==> src/rtl/spi_reg_pkg.sv <==
// Shared definitions for the SPI register host and its register responder.
package spi_reg_pkg;

  typedef enum logic [2:0] {
    IDLE  = 3'd0,
    SETUP = 3'd1,
    SHIFT = 3'd2,
    HOLD  = 3'd3,
    GAP   = 3'd4
  } state_t;

  localparam logic RW_WRITE = 1'b1;
  localparam logic RW_READ  = 1'b0;

endpackage

==> src/rtl/spi_clk_div.sv <==
// Half-period tick generator: tick every CLK_DIV enabled cycles, alternating rise/fall.
module spi_clk_div #(
  parameter int CLK_DIV = 4
) (
  input  logic clk,
  input  logic rstb,
  input  logic ena,
  input  logic clr,
  output logic tick,
  output logic rise,
  output logic fall
);

  localparam int CW = $clog2(CLK_DIV);

  logic [CW-1:0] cnt;
  logic          phase;

  assign tick = ena & (cnt == CW'(CLK_DIV - 1));
  // phase=0 means the current half-period is low, so its end is a rising edge
  assign rise = tick & ~phase;
  assign fall = tick & phase;

  always_ff @(posedge clk) begin
    if (!rstb) begin
      cnt   <= '0;
      phase <= 1'b0;
    end else if (ena) begin
      if (clr) begin
        cnt   <= '0;
        phase <= 1'b0;
      end else if (tick) begin
        cnt   <= '0;
        phase <= ~phase;
      end else begin
        cnt <= cnt + 1'b1;
      end
    end
  end

endmodule

==> src/rtl/spi_reg_host.sv <==
// SPI mode-0 register host: one 2*REG_W-bit frame (command byte + data byte) per request.
module spi_reg_host
  import spi_reg_pkg::*;
#(
  parameter int ADDR_W  = 3,
  parameter int REG_W   = 8,
  parameter int CLK_DIV = 4
) (
  input  logic              clk,
  input  logic              rstb,
  input  logic              ena,
  input  logic              req_valid,
  output logic              req_ready,
  input  logic              req_rw,
  input  logic [ADDR_W-1:0] req_addr,
  input  logic [REG_W-1:0]  req_wdata,
  output logic              rsp_valid,
  output logic [REG_W-1:0]  rsp_rdata,
  output logic              busy,
  output logic              spi_cs_n,
  output logic              spi_clk,
  output logic              spi_mosi,
  input  logic              spi_miso
);

  localparam int FRAME_W = 2 * REG_W;
  localparam int BW      = $clog2(FRAME_W);
  localparam logic [BW-1:0] LAST_BIT = BW'(FRAME_W - 1);
  localparam logic [BW-1:0] DATA_BIT = BW'(REG_W);

  state_t state, state_next;

  logic               tick, rise, fall, div_clr, hs;
  logic               start, shift_rise, shift_fall, frame_done, to_idle;
  logic [REG_W-1:0]   cmd, rx_sr;
  logic [FRAME_W-1:0] tx_sr;
  logic [BW-1:0]      bit_cnt;
  logic               rw_q;

  assign hs = req_valid & req_ready & ena;

  always_comb begin
    cmd               = '0;
    cmd[REG_W-1]      = req_rw;
    cmd[ADDR_W-1:0]   = req_addr;
  end

  always_ff @(posedge clk) begin
    if (!rstb)    state <= IDLE;
    else if (ena) state <= state_next;
  end

  always_comb begin
    state_next = state;
    case (state)
      IDLE:    if (hs)   state_next = SETUP;
      SETUP:   if (tick) state_next = SHIFT;
      SHIFT:   if (fall && bit_cnt == LAST_BIT) state_next = HOLD;
      HOLD:    if (tick) state_next = GAP;
      GAP:     if (tick) state_next = IDLE;
      default: state_next = IDLE;
    endcase
  end

  always_comb begin
    busy       = (state != IDLE);
    start      = (state == IDLE) & hs;
    shift_rise = (state == SHIFT) & rise;
    shift_fall = (state == SHIFT) & fall;
    frame_done = (state == HOLD) & tick;
    to_idle    = (state != IDLE) & (state_next == IDLE);
  end

  // restart the divider on every state change so each phase begins with a full half-period
  assign div_clr = (state == IDLE) | (state_next != state);

  spi_clk_div #(.CLK_DIV(CLK_DIV)) u_div (
    .clk  (clk),
    .rstb (rstb),
    .ena  (ena),
    .clr  (div_clr),
    .tick (tick),
    .rise (rise),
    .fall (fall)
  );

  always_ff @(posedge clk) begin
    if (!rstb) begin
      req_ready <= 1'b0;
      rsp_valid <= 1'b0;
      rsp_rdata <= '0;
      spi_cs_n  <= 1'b1;
      spi_clk   <= 1'b0;
      spi_mosi  <= 1'b0;
      tx_sr     <= '0;
      rx_sr     <= '0;
      bit_cnt   <= '0;
      rw_q      <= RW_READ;
    end else if (ena) begin
      req_ready <= (state_next == IDLE);
      rsp_valid <= 1'b0;
      if (start) begin
        tx_sr    <= {cmd, (req_rw == RW_WRITE) ? req_wdata : {REG_W{1'b0}}};
        rw_q     <= req_rw;
        bit_cnt  <= '0;
        spi_cs_n <= 1'b0;
        spi_clk  <= 1'b0;
        spi_mosi <= req_rw;
      end
      if (shift_rise) begin
        spi_clk <= 1'b1;
        if (bit_cnt >= DATA_BIT) rx_sr <= {rx_sr[REG_W-2:0], spi_miso};
      end
      if (shift_fall) begin
        spi_clk  <= 1'b0;
        tx_sr    <= tx_sr << 1;
        spi_mosi <= tx_sr[FRAME_W-2];
        bit_cnt  <= bit_cnt + 1'b1;
      end
      if (frame_done) begin
        spi_cs_n  <= 1'b1;
        spi_mosi  <= 1'b0;
        rsp_valid <= 1'b1;
        if (rw_q == RW_READ) rsp_rdata <= rx_sr;
      end
      // leaving for IDLE (normally from GAP, or from an illegal state) parks the pins
      if (to_idle) begin
        spi_cs_n <= 1'b1;
        spi_clk  <= 1'b0;
        spi_mosi <= 1'b0;
      end
    end
  end

endmodule

==> config.mk <==
export PLATFORM = sky130hd
export DESIGN_NAME = spi_reg_host
export DESIGN_NICKNAME = d
export VERILOG_FILES = /design/src/rtl/spi_reg_pkg.sv /design/src/rtl/spi_clk_div.sv /design/src/rtl/spi_reg_host.sv
export SDC_FILE = /design/constraint.sdc
export NUM_CORES = 1
export LEC_CHECK = 0
export ABC_AREA = 1
export CELL_PAD_IN_SITES_DETAIL_PLACEMENT = 0
export CELL_PAD_IN_SITES_GLOBAL_PLACEMENT = 1
export CORE_ASPECT_RATIO = 0.5
export CORE_MARGIN = 2
export CORE_UTILIZATION = 35
export CTS_CLUSTER_SIZE = 40
export DETAILED_ROUTE_END_ITERATION = 16
export HOLD_SLACK_MARGIN = 0.02
export PLACE_DENSITY = 0.81
export RECOVER_POWER = 50
export SYNTH_ARGS = -nofsm -noshare
export SYNTH_HDL_FRONTEND = slang
export SYNTH_SLANG_ARGS = --single-unit
==> constraint.sdc <==
create_clock -name clk -period 1.3 [get_ports clk]
set_input_delay 0.195 -clock clk [delete_from_list [all_inputs] [get_ports clk]]
set_output_delay 0.195 -clock clk [all_outputs]
set_load 0.01 [all_outputs]
==> metrics.json <==
{
  "finish": {
    "fin_nets": 355,
    "fin_cells": 409,
    "diodes": 0,
    "final_area_sq_um": 3260,
    "synthToLayoutAreaGrowth_pct": 60.9,
    "final_layout_size_suffix_gt1_share_pct": 42.0
  },
  "pwr": {
    "powerDensity_nw_per_um2": 958,
    "worst_ir_drop_vdd_mv": 0.593,
    "power.leakage_uw": 0.00126,
    "finalPower_uw": 3120
  },
  "yosys": {
    "post_synth_mux_area_share_pct": 0,
    "syn_avg_cell_area_sq_um": 7.72,
    "post_synthesis_instance_area_sq_um": 2020,
    "synthDominantCellAreaShare_pct": 46.5,
    "ys_async_sr_fraction_pct": 0,
    "post_synth_fa_ha_maj_area_fraction_pct": 1.86,
    "ys.flop_type": "sky130_fd_sc_hd__dfxtp_1",
    "synth_cells": 262,
    "post_synth_main_area_contributors": "sky130_fd_sc_hd__dfxtp_1, sky130_fd_sc_hd__a21oi_1, sky130_fd_sc_hd__nand2_1",
    "synth_warnings": 0,
    "synthDistinctLibCells": 30,
    "synth_top_family_by_area": "compound AO/OA/AOI/OAI gates",
    "compound_gate_portion_of_the_synthesized_area_pct": 21.1,
    "synth_seq_cells": 47,
    "seq_area_frac_synth_pct": 46.5,
    "synth.largest_area_cell": "sky130_fd_sc_hd__dfxtp_1",
    "post_synth_xor_area_fraction_pct": 0.433,
    "synthTopCellsByCount": "sky130_fd_sc_hd__dfxtp_1, sky130_fd_sc_hd__nand2_1, sky130_fd_sc_hd__a21oi_1, sky130_fd_sc_hd__inv_1, sky130_fd_sc_hd__o21ai_0",
    "synth_simple_gate_area_share_pct": 20.5,
    "synth_enable_flop_cells": 0,
    "synth_fp_nets": 282
  },
  "place": {
    "postPlaceCellArea_sq_um": 2660,
    "placement.setup.worst_slack_ns": -0.543,
    "finalWeightedCongestion": 0.810,
    "place.detailed.instances": 387,
    "portBuffers": 30,
    "dp_hpwl_um": 3380
  },
  "clock_tree": {
    "ctsRootBufferMaster": "sky130_fd_sc_hd__clkbuf_16",
    "clock_latency_ns": 0.29,
    "clock_tree.buffer_depth": 2,
    "cts-buffers-inserted": 5,
    "cts.clk_slew.worst_paths_ns": 0.06,
    "hold_fix_buffer_count_after_cts": 0,
    "cts.sinks": 47,
    "htree_levels": 2,
    "clock_tree_from_tritoncts": "done"
  },
  "sta": {
    "count_of_endpoints_failing_hold_in_the_final_timing_report": 0,
    "worst-slew-pin-transition_ns": 0.305,
    "setup-violations-final": 40,
    "worst_slack_ns": -0.126,
    "final.hold.worst_slack_ns": 0.450,
    "post-route-min-period_ns": 1.43,
    "slew_viol_final": 0,
    "post-route-period-util_pct": 110,
    "maxSlewHeadroom_pct": 79.5,
    "grt_setup_unrepaired": "yes",
    "max_freq_ghz": 0.701,
    "worst_clock_skew_ns": 0.00368
  },
  "global_routing": {
    "number_of_global_route_vias_before_repair": 1916,
    "grt_antenna_before_repair": 0,
    "grt_util_all_layers_pct": 17.2,
    "gr-usage-met2_pct": 29.4,
    "grt.met3_usage_pct": 3.35,
    "globalRouteOverflowTotal": 0,
    "gr_peak_layer": "met2",
    "met1_usage_pct": 21.6,
    "wire_length_of_the_first_global_routing_pass_um": 8780,
    "pin_count_of_the_biggest_net_entering_global_routing": 18
  },
  "run": {
    "drv_cap": 0
  },
  "route": {
    "route.vias.total": 2029,
    "first_pass_iters": 4,
    "drc_errors": 0,
    "dr.first_iter.drc_count": 44,
    "wire_per_inst_um": 13.7,
    "via_per_inst": 4.96,
    "route.final.wire_length_um": 5610,
    "count_of_antenna_violating_nets_left_after_detailed_routing": 0
  },
  "worst_setup_path": {
    "critical_path.startpoint_type": "flip-flop",
    "critical_path_class": "reg2reg",
    "worst-endpoint-required_ns": 1.48,
    "path_cells": "ha_4, nand2_8, nor4_4, nand2_1, buf_6, nand2_2, a21oi_2",
    "cpMaxStageDelayCell": "sky130_fd_sc_hd__dfxtp_2",
    "critical_path_buf_inv_count": 1,
    "cp-end-kind": "flip-flop",
    "critPathTopFamily": "simple AND/OR/NAND/NOR gates",
    "slowest_stage_delay_on_critical_path_ns": 0.35,
    "worstPathMaxFanout": 8,
    "worstPathArrival_ns": 1.61
  },
  "floorplan": {
    "die_height_um": 57.8,
    "die_width_um": 112,
    "core_area_sq_um": 5540,
    "ioPinCount": 31,
    "floorplan.rows": 19,
    "fp.dieArea_sq_um": 6440,
    "starting_density_of_the_core_pct": 36.5
  },
  "hold_path": {
    "min_path_type": "reg2reg"
  },
  "run_status": {
    "violations": "negative setup slack",
    "status": "finished with violations"
  }
}
==> flip-flops by register name (all words and copies together) (netlist names) <==
| name | flops |
|---|---|
| rx_sr | 8 |
| spi_clk | 1 |
| rw_q | 1 |
| state | 3 |
| rsp_rdata | 8 |
| rsp_valid | 1 |
| u_div.phase | 1 |
| spi_mosi | 1 |
| spi_cs_n | 1 |
| u_div.cnt | 2 |
| bit_cnt | 4 |
| req_ready | 1 |
| tx_sr | 15 |
==> worst register-to-register path: cells and delay by family (launching register included) <==
family,cells,cell delay (ns)
flops,1,0.35
compound gates,1,0.05
simple gates,4,0.58
buf+inv,1,0.17
fa+ha+maj,1,0.16
==> area by class of cell <==
class,instances,area [sq um]
Clock inverter,2,12.5
Inverter,27,109
Clock buffer,6,129
Tap cell,73,91.3
Sequential cell,47,952
Fill cell,504,2280
Timing Repair Buffer,78,736
Multi-Input combinational cell,176,1230
==> worst paths after layout <==
path                      from  depth (start not counted)  slack, ns           end
setup / recovery  u_div.cnt[1]                          7      -0.13      rx_sr[7]
hold / removal    rsp_rdata[0]                          2       0.45  rsp_rdata[0]
setup reg to reg  u_div.cnt[1]                          7      -0.13      rx_sr[7]
hold reg to reg   rsp_rdata[0]                          2       0.45  rsp_rdata[0]
==> layout by cell type, fill, tap and decap left out, types with 2 or more instances in the layout <==
cell,n
sky130_fd_sc_hd__nand2_4,4
sky130_fd_sc_hd__o21ai_2,7
sky130_fd_sc_hd__buf_4,37
sky130_fd_sc_hd__nand2_2,9
sky130_fd_sc_hd__nand3_2,8
sky130_fd_sc_hd__a21oi_2,22
sky130_fd_sc_hd__nor2_4,5
sky130_fd_sc_hd__o21ai_0,7
sky130_fd_sc_hd__nor2_1,10
sky130_fd_sc_hd__nand4_1,2
sky130_fd_sc_hd__nor2_2,2
sky130_fd_sc_hd__nor3_2,2
sky130_fd_sc_hd__dfxtp_2,3
sky130_fd_sc_hd__inv_1,20
sky130_fd_sc_hd__buf_12,3
sky130_fd_sc_hd__ha_1,2
sky130_fd_sc_hd__nand2_1,35
sky130_fd_sc_hd__nand3_1,8
sky130_fd_sc_hd__inv_4,3
sky130_fd_sc_hd__dlygate4sd2_1,14
sky130_fd_sc_hd__o21ai_1,11
sky130_fd_sc_hd__dfxtp_1,42
sky130_fd_sc_hd__o211ai_1,2
sky130_fd_sc_hd__a22oi_2,7
sky130_fd_sc_hd__inv_2,3
sky130_fd_sc_hd__buf_6,6
sky130_fd_sc_hd__dfxtp_4,2
sky130_fd_sc_hd__or2_4,2
sky130_fd_sc_hd__nand2_8,2
sky130_fd_sc_hd__a21oi_1,17
sky130_fd_sc_hd__a31oi_1,4
sky130_fd_sc_hd__clkbuf_16,6
sky130_fd_sc_hd__clkdlybuf4s50_1,15
==> through the flow <==
stage / TNS [ns] / util (%)
6_report: -3.10 / 58.8
5_1_grt: -5.97 / 58.8
4_1_cts: -1.69 / 56.3
3_5_place_dp: -20.50 / 48.0
3_3_place_gp: -19.67 / 48.0
2_1_floorplan: -0.530 / -
==> timing repair <==
| action | CTS | global route |
|---|---|---|
| setup endpoints to repair | 57 | 44 |
| buffers inserted | 9 | 3 |
| gates resized for setup | 94 | 30 |
| hold endpoints to repair | 0 | 0 |
| pin swaps | 20 | 14 |
| gates cloned | 3 | 1 |
==> power breakdown <==
part | internal, uW | switching, uW | total [uW]
clock | 711 | 555 | 1270
combinational | 184 | 176 | 360
sequential | 1470 | 27.7 | 1490
total | 2360 | 759 | 3120
==> routing by layer <==
metal  vias up  part of all wire [%]  wire [um]
met3        11                   3.0        170
met5         -                     0          0
met2        39                    49       2740
li1       1028                     -          -
met4         0                   1.8         99
met1       951                    46       2600
==> logic make-up after synthesis <==
family,after synthesis
adders and majority gates,3
buffers and inverters,40
xor gates and xnor gates,1
AOI/OAI and AO/OA,78
and+or+nand+nor,93
DFF,47
Note: power is estimated with default switching activity, not from simulation.
